`src/rtl/sys_cmd_ctrl.sv`:
```
// Command sequencer: decodes framed UART bytes into RF write/read and ALU operations
// and returns results byte-wise to the TX FIFO. Optional partial-frame abort: CMD_TIMEOUT_EN.
module sys_cmd_ctrl #(
   parameter int DATA_WIDTH     = 8,
   parameter int ADDR_WIDTH     = 4,
   parameter int TIMEOUT_CYCLES = 4096
) (
   input  logic                    CLK,
   input  logic                    RST,
   input  logic [DATA_WIDTH-1:0]   RX_P_DATA,
   input  logic                    RX_D_VLD,
   output logic                    WrEn,
   output logic                    RdEn,
   output logic [ADDR_WIDTH-1:0]   Address,
   output logic [DATA_WIDTH-1:0]   WrData,
   input  logic [DATA_WIDTH-1:0]   RdData,
   input  logic                    RdData_Valid,
   output logic [3:0]              ALU_FUN,
   output logic                    ALU_EN,
   output logic                    CLK_EN,
   input  logic [2*DATA_WIDTH-1:0] ALU_OUT,
   input  logic                    OUT_VALID,
   output logic [DATA_WIDTH-1:0]   TX_P_DATA,
   output logic                    TX_D_VLD,
   input  logic                    FIFO_FULL
);

   localparam logic [DATA_WIDTH-1:0] CMD_WR      = DATA_WIDTH'(8'hAA);
   localparam logic [DATA_WIDTH-1:0] CMD_RD      = DATA_WIDTH'(8'hBB);
   localparam logic [DATA_WIDTH-1:0] CMD_ALU_OP  = DATA_WIDTH'(8'hCC);
   localparam logic [DATA_WIDTH-1:0] CMD_ALU_NOP = DATA_WIDTH'(8'hDD);

   typedef enum logic [3:0] {
      S_IDLE, S_WR_ADDR, S_WR_DATA, S_RD_ADDR, S_RD_WAIT,
      S_ALU_A, S_ALU_B, S_ALU_FUN, S_ALU_WAIT, S_TX_LO, S_TX_HI
   } state_t;

   state_t                  r_state;
   logic [ADDR_WIDTH-1:0]   r_addr;
   logic [2*DATA_WIDTH-1:0] r_result;
   logic                    r_two_bytes;
   logic                    w_timeout;
   logic                    w_frame_state;

   assign w_frame_state = (r_state inside {S_WR_ADDR, S_WR_DATA, S_RD_ADDR,
                                           S_ALU_A, S_ALU_B, S_ALU_FUN});

`ifdef CMD_TIMEOUT_EN
   localparam int TMR_W = (TIMEOUT_CYCLES > 1) ? $clog2(TIMEOUT_CYCLES) : 1;
   logic [TMR_W-1:0] r_timer;

   // Counts silent cycles inside a partially received frame only.
   always_ff @(posedge CLK or negedge RST) begin
      if (!RST)                            r_timer <= '0;
      else if (RX_D_VLD || !w_frame_state) r_timer <= '0;
      else                                 r_timer <= r_timer + TMR_W'(1);
   end

   assign w_timeout = w_frame_state && !RX_D_VLD && (r_timer == TMR_W'(TIMEOUT_CYCLES - 1));
`else
   logic w_unused_timeout_cfg;
   assign w_unused_timeout_cfg = (TIMEOUT_CYCLES > 0);
   assign w_timeout            = 1'b0;
`endif

   always_ff @(posedge CLK or negedge RST) begin
      if (!RST) begin
         r_state     <= S_IDLE;
         r_addr      <= '0;
         r_result    <= '0;
         r_two_bytes <= 1'b0;
         WrEn        <= 1'b0;
         RdEn        <= 1'b0;
         Address     <= '0;
         WrData      <= '0;
         ALU_FUN     <= '0;
         ALU_EN      <= 1'b0;
         CLK_EN      <= 1'b0;
         TX_P_DATA   <= '0;
         TX_D_VLD    <= 1'b0;
      end else begin
         // NOTE: strobes default low every cycle so each command yields a single-cycle pulse.
         WrEn   <= 1'b0;
         RdEn   <= 1'b0;
         ALU_EN <= 1'b0;
         if (w_timeout) begin
            r_state <= S_IDLE;
         end else begin
            case (r_state)
               S_IDLE: if (RX_D_VLD) begin
                  case (RX_P_DATA)
                     CMD_WR:      r_state <= S_WR_ADDR;
                     CMD_RD:      r_state <= S_RD_ADDR;
                     CMD_ALU_OP:  r_state <= S_ALU_A;
                     CMD_ALU_NOP: r_state <= S_ALU_FUN;
                     default:     r_state <= S_IDLE;
                  endcase
               end
               S_WR_ADDR: if (RX_D_VLD) begin
                  r_addr  <= RX_P_DATA[ADDR_WIDTH-1:0];
                  r_state <= S_WR_DATA;
               end
               S_WR_DATA: if (RX_D_VLD) begin
                  WrEn    <= 1'b1;
                  Address <= r_addr;
                  WrData  <= RX_P_DATA;
                  r_state <= S_IDLE;
               end
               S_RD_ADDR: if (RX_D_VLD) begin
                  RdEn    <= 1'b1;
                  Address <= RX_P_DATA[ADDR_WIDTH-1:0];
                  r_state <= S_RD_WAIT;
               end
               S_RD_WAIT: if (RdData_Valid) begin
                  r_result    <= {{DATA_WIDTH{1'b0}}, RdData};
                  r_two_bytes <= 1'b0;
                  TX_P_DATA   <= RdData;
                  TX_D_VLD    <= 1'b1;
                  r_state     <= S_TX_LO;
               end
               S_ALU_A: if (RX_D_VLD) begin
                  WrEn    <= 1'b1;
                  Address <= ADDR_WIDTH'(0);
                  WrData  <= RX_P_DATA;
                  r_state <= S_ALU_B;
               end
               S_ALU_B: if (RX_D_VLD) begin
                  WrEn    <= 1'b1;
                  Address <= ADDR_WIDTH'(1);
                  WrData  <= RX_P_DATA;
                  r_state <= S_ALU_FUN;
               end
               S_ALU_FUN: if (RX_D_VLD) begin
                  ALU_FUN <= RX_P_DATA[3:0];
                  ALU_EN  <= 1'b1;
                  CLK_EN  <= 1'b1;
                  r_state <= S_ALU_WAIT;
               end
               S_ALU_WAIT: if (OUT_VALID) begin
                  r_result    <= ALU_OUT;
                  r_two_bytes <= 1'b1;
                  CLK_EN      <= 1'b0;
                  TX_P_DATA   <= ALU_OUT[DATA_WIDTH-1:0];
                  TX_D_VLD    <= 1'b1;
                  r_state     <= S_TX_LO;
               end
               // A byte is accepted on any cycle where the FIFO is not full.
               S_TX_LO: if (!FIFO_FULL) begin
                  if (r_two_bytes) begin
                     TX_P_DATA <= r_result[2*DATA_WIDTH-1:DATA_WIDTH];
                     r_state   <= S_TX_HI;
                  end else begin
                     TX_D_VLD  <= 1'b0;
                     r_state   <= S_IDLE;
                  end
               end
               S_TX_HI: if (!FIFO_FULL) begin
                  TX_D_VLD <= 1'b0;
                  r_state  <= S_IDLE;
               end
               default: r_state <= S_IDLE;
            endcase
         end
      end
   end

endmodule

```
`config.mk`:
```
export PLATFORM = sky130hd
export DESIGN_NAME = sys_cmd_ctrl
export DESIGN_NICKNAME = d
export VERILOG_FILES = /design/src/rtl/sys_cmd_ctrl.sv
export SDC_FILE = /design/constraint.sdc
export NUM_CORES = 1
export LEC_CHECK = 0
export CORE_MARGIN = 2
export CORE_UTILIZATION = 38
export DETAILED_ROUTE_END_ITERATION = 6
export PLACE_DENSITY_LB_ADDON = 0.05
export REMOVE_ABC_BUFFERS = 1
export SLEW_MARGIN = 30
export SYNTH_ARGS = -nofsm -noshare
export SYNTH_HDL_FRONTEND = slang
export SYNTH_SLANG_ARGS = --single-unit
```
`constraint.sdc`:
```
create_clock -name CLK -period 1.95 [get_ports CLK]
set_clock_uncertainty 0.1 [all_clocks]
set_input_delay 0.195 -clock CLK [delete_from_list [all_inputs] [get_ports CLK]]
set_output_delay 0.195 -clock CLK [all_outputs]
set_load 0.05 [all_outputs]
```
==> results list <==
* Area of the multi-input gates: between 1000 and 1500 sq um
* Number of CTS-inserted buffers: 5
* Post-synth top cells: 46 x dfrtp_1, 20 x mux2_2, 14 x nor2_1, 12 x a21oi_1, 12 x a22o_1
- The share of total power dissipated in combinational logic is between 50% and 60%.
* Worst Reg-to-Reg Cells: 4
* Power dissipated by switching net loads: approximately 2.1 mW
- Max-cap viol count: 0
* Pre-CTS worst setup slack: ~0.019 ns
- Required time at the endpoint of the critical path: ~2.0 ns
* Die outline width: between 80 and 90 um
- Filler cell count in the final layout: around 560
- At the pin with the least slew margin, the transition time is 0.540 ns.
* Async SR Flop Fraction: 100%
- Antenna violations before repair: 0
- The H-tree was split into 2 levels.
- In the final design database the tool counted around 330 nets.
* HPWL after DPL: between 4000 and 5000 um
* Count of flip-flops with a built-in enable after synthesis: 0
- List of cells traversed by the critical path: and2b_1, a21boi_1, o211a_2, mux2_4
* Count of inserted antenna diode cells: 0
- RSZ-0062 raised after global routing: no
- From bottom edge to top edge, the die measures a little over 80 um.
* Outcome: complete, no violations
- Library cell with the highest instance count after synthesis: dfrtp_1
- The final route contains 1,872 vias.
- Of the total power, the share spent switching nets is 43.0%.
- Cell types with the largest area share after synthesis: dfrtp_1 49%, mux2_2 9.5%, mux2_4 5.1%, a22o_1 4.4%, mux2i_1 3.4%
- Dividing the final minimum period by the clock period gives 91.7%.
- After detailed routing, the number of remaining DRC violations is 0.
- Data arrives at the worst endpoint at ~1.9 ns.
- For this run, the number of Yosys warnings is 0.
- The most used flip-flop cell after synthesis is dfrtp_1.
- For this run, the detailed router's first-pass iteration total came to 4.
- The detail route stage leaves a number of antenna-violating nets equal to 0.
* Gate Count Post-Synth: ~210
- Number of buffers on the longest clock path: 2
- The largest single stage delay on the critical path is 0.45 ns.
- Total clock sinks: between 40 and 50
- TritonCTS built the clock tree.
* Pin count of the biggest net entering global routing: 30
- Number of DRC markers in iteration 0: 95
- Wire length reported by the detailed router: around 5600 um
- Core box area: approximately 6000 sq um
- Via count of the first global-routing pass: roughly 1,900
- Internal power comes to 2.75 mW.
- Slowest CP cell: dfrtp_1
- The post-route netlist has 22.8% of its cells at a drive strength greater than 1.
- The sequential cells in the finished layout cover a total of roughly 1200 sq um.
- Highest Clock Rate: between 500 and 600 MHz
- Fin crit period: around 1.8 ns
* Area leader, netlist: dfrtp_1
* Routed wire per std cell: 15.2 um
* Worst slew margin relative to its limit: ~64%
* Clock latency on the worst-skew pair: 0.30 ns
* Post-synthesis cell area: 2370 sq um
* Tot GR Track Use: 17.2%
- Pin placement for this block handled between 60 and 70 I/O pins.
* Max-slew violation count: 0
- STA classifies the critical path startpoint as a flop.
* Final core occ: a little under three fifths
* Number of setup violations in the final report: 0
* Total die area: between 6000 and 7000 sq um
* Post-synthesis sequential element count: 46
- In the routed layout, each cell is associated on average with a via count of 5.13.
* Area fraction of the dominant cell type after synthesis: about 50%
- After floorplanning, the core was divided into 28 placement rows.
* Count of final hold-check violations: 0
* Worst hold path class: in -> async
* Root buffer cell: clkbuf_8
* Clock slew at the register clock pins of the worst setup and hold paths: approximately 0.080 ns
- Along the worst path, the maximum fanout reaches 8.
* Post-synthesis cell type count: 45
- Kind of end point of the critical path: flop
* Fraction of the yosys area taken by sequential cells: around half
- The worst register-to-register path ends at TX_P_DATA[6]$_DFFE_PN0P_.
- In this run, flip-flops and latches consume around 32% of the power.
- Global-route wire length before repair: between 9000 and 10,000 um
- Summed over all cells, the static leakage comes to about 1.5 nW.
- VDD sags by at most ~0.84 mV.
* Placer's final routability congestion estimate: 0.826
- The startpoint identified for the worst register-to-register timing path is r_state[2]$_DFFE_PN0P_.
- FF-to-FF setup slack: approximately 0.16 ns
* Mean area per synthesized cell: around 11 sq um
* IO buf count: between 60 and 70
* Part of the power in the clock network: between 10% and 20%
* Overflow after GRT: 0
* WS Path Type: reg -> reg
- Power spread over the standard cell area amounts to about 1400 nW/um^2.
- Relative to the synthesized area, the layout overhead comes to 41.3%.
- Setup slack of the critical path after layout: ~0.16 ns
* Starting density of the core: around 40%
## placed cells by master (no fill, tap or decap), drive strengths merged, types with 3 or more instances in the layout
master / instances
clkdlybuf4s50: 65
nand3: 4
nor2: 14
nand2b: 3
mux2i: 8
nor2b: 3
xnor2: 3
mux2: 28
a22o: 12
o211ai: 5
buf: 23
nand2: 5
and3: 3
clkbuf: 5
nor3b: 4
inv: 6
a21oi: 13
dfrtp: 46
o21ai: 11
## power by group through the flow
stage               Clock (mW)  Combinational, mW  Sequential (mW)
global route             0.641               2.89             1.59
floorplan                    0              0.936             2.36
finish                   0.577               2.71             1.54
detailed placement           0               2.72             1.55
global placement             0               2.69             1.56
CTS                      0.608               2.73             1.54
## routing by layer
layer / GRT usage (%) / vias up / routed length (um)
met2: 24.0 / 61 / 2440
met1: 25.9 / 885 / 2710
met4: 4.47 / 0 / 40
li1: - / 922 / -
met3: 5.17 / 4 / 378
met5: 0 / - / 0
## flip-flops by register name, indices dropped and copies added (netlist names), 4 cells and up
register / cells
Address: 4
r_state: 4
TX_P_DATA: 8
WrData: 8
ALU_FUN: 4
r_addr: 4
r_result: 8
## area by class of cell
cell class	count	share of cell area (%)
timing repair buffer	89	26.1
clock inverter	3	0.636
clock buffer	5	2.06
sequential	46	34.5
inverter	6	0.673
tap	75	2.81
multi-input combinational	141	33.3
## worst max path at each step
stage	to	slack, ns	from	depth (start not counted)
after detailed placement	TX_P_DATA[6]$_DFFE_PN0P_	0.02	FIFO_FULL	5
after CTS	Address[1]$_DFFE_PN0P_	0.05	r_state[0]$_DFFE_PN0P_	5
after global routing	WrData[2]$_DFFE_PN0P_	0.05	r_state[2]$_DFFE_PN0P_	6
after floorplan	TX_P_DATA[0]$_DFFE_PN0P_	-0.25	r_state[0]$_DFFE_PN0P_	4
final	TX_P_DATA[6]$_DFFE_PN0P_	0.16	r_state[2]$_DFFE_PN0P_	4
after global placement	TX_P_DATA[6]$_DFFE_PN0P_	0.03	FIFO_FULL	5
## logic make-up (layout without fill, tap and decap cells)
logic type	Yosys count	after routing	share of synthesized area [%]
AOI/OAI and AO/OA	55	55	16.6
xor gates and xnor gates	3	3	1.11
buffers and inverters	19	103	4.39
DFF	46	46	48.6
muxes	36	36	18.0
and+or+nand+nor	47	47	11.3
## stage by stage
step	hold WS, ns	power (mW)	TNS, ns	cells	instance area [sq um]
after floorplan	-0.201	3.29	-3.25	193	2290
after CTS	0.289	4.88	0	365	3340
final	0.277	4.83	0	365	3340
after global routing	0.312	5.12	0	365	3340
after detailed placement	0.0762	4.27	0	356	3240
after global placement	0.0767	4.25	0	356	3240
## timing repair
item | in CTS | in global routing
gates resized for setup | 0 | 4
setup endpoints to repair | 0 | 19
buffers inserted | 0 | 0
endpoints found under the hold margin | 17 | 0
hold buffers | 1 | 0
## critical path: cells and delay by family, from the launching register on
family	cells	cell delay, ns
compound gates	2	0.55
flops	1	0.45
mux	1	0.34
simple gates	1	0.24
Power figures use the tool's default switching activity.
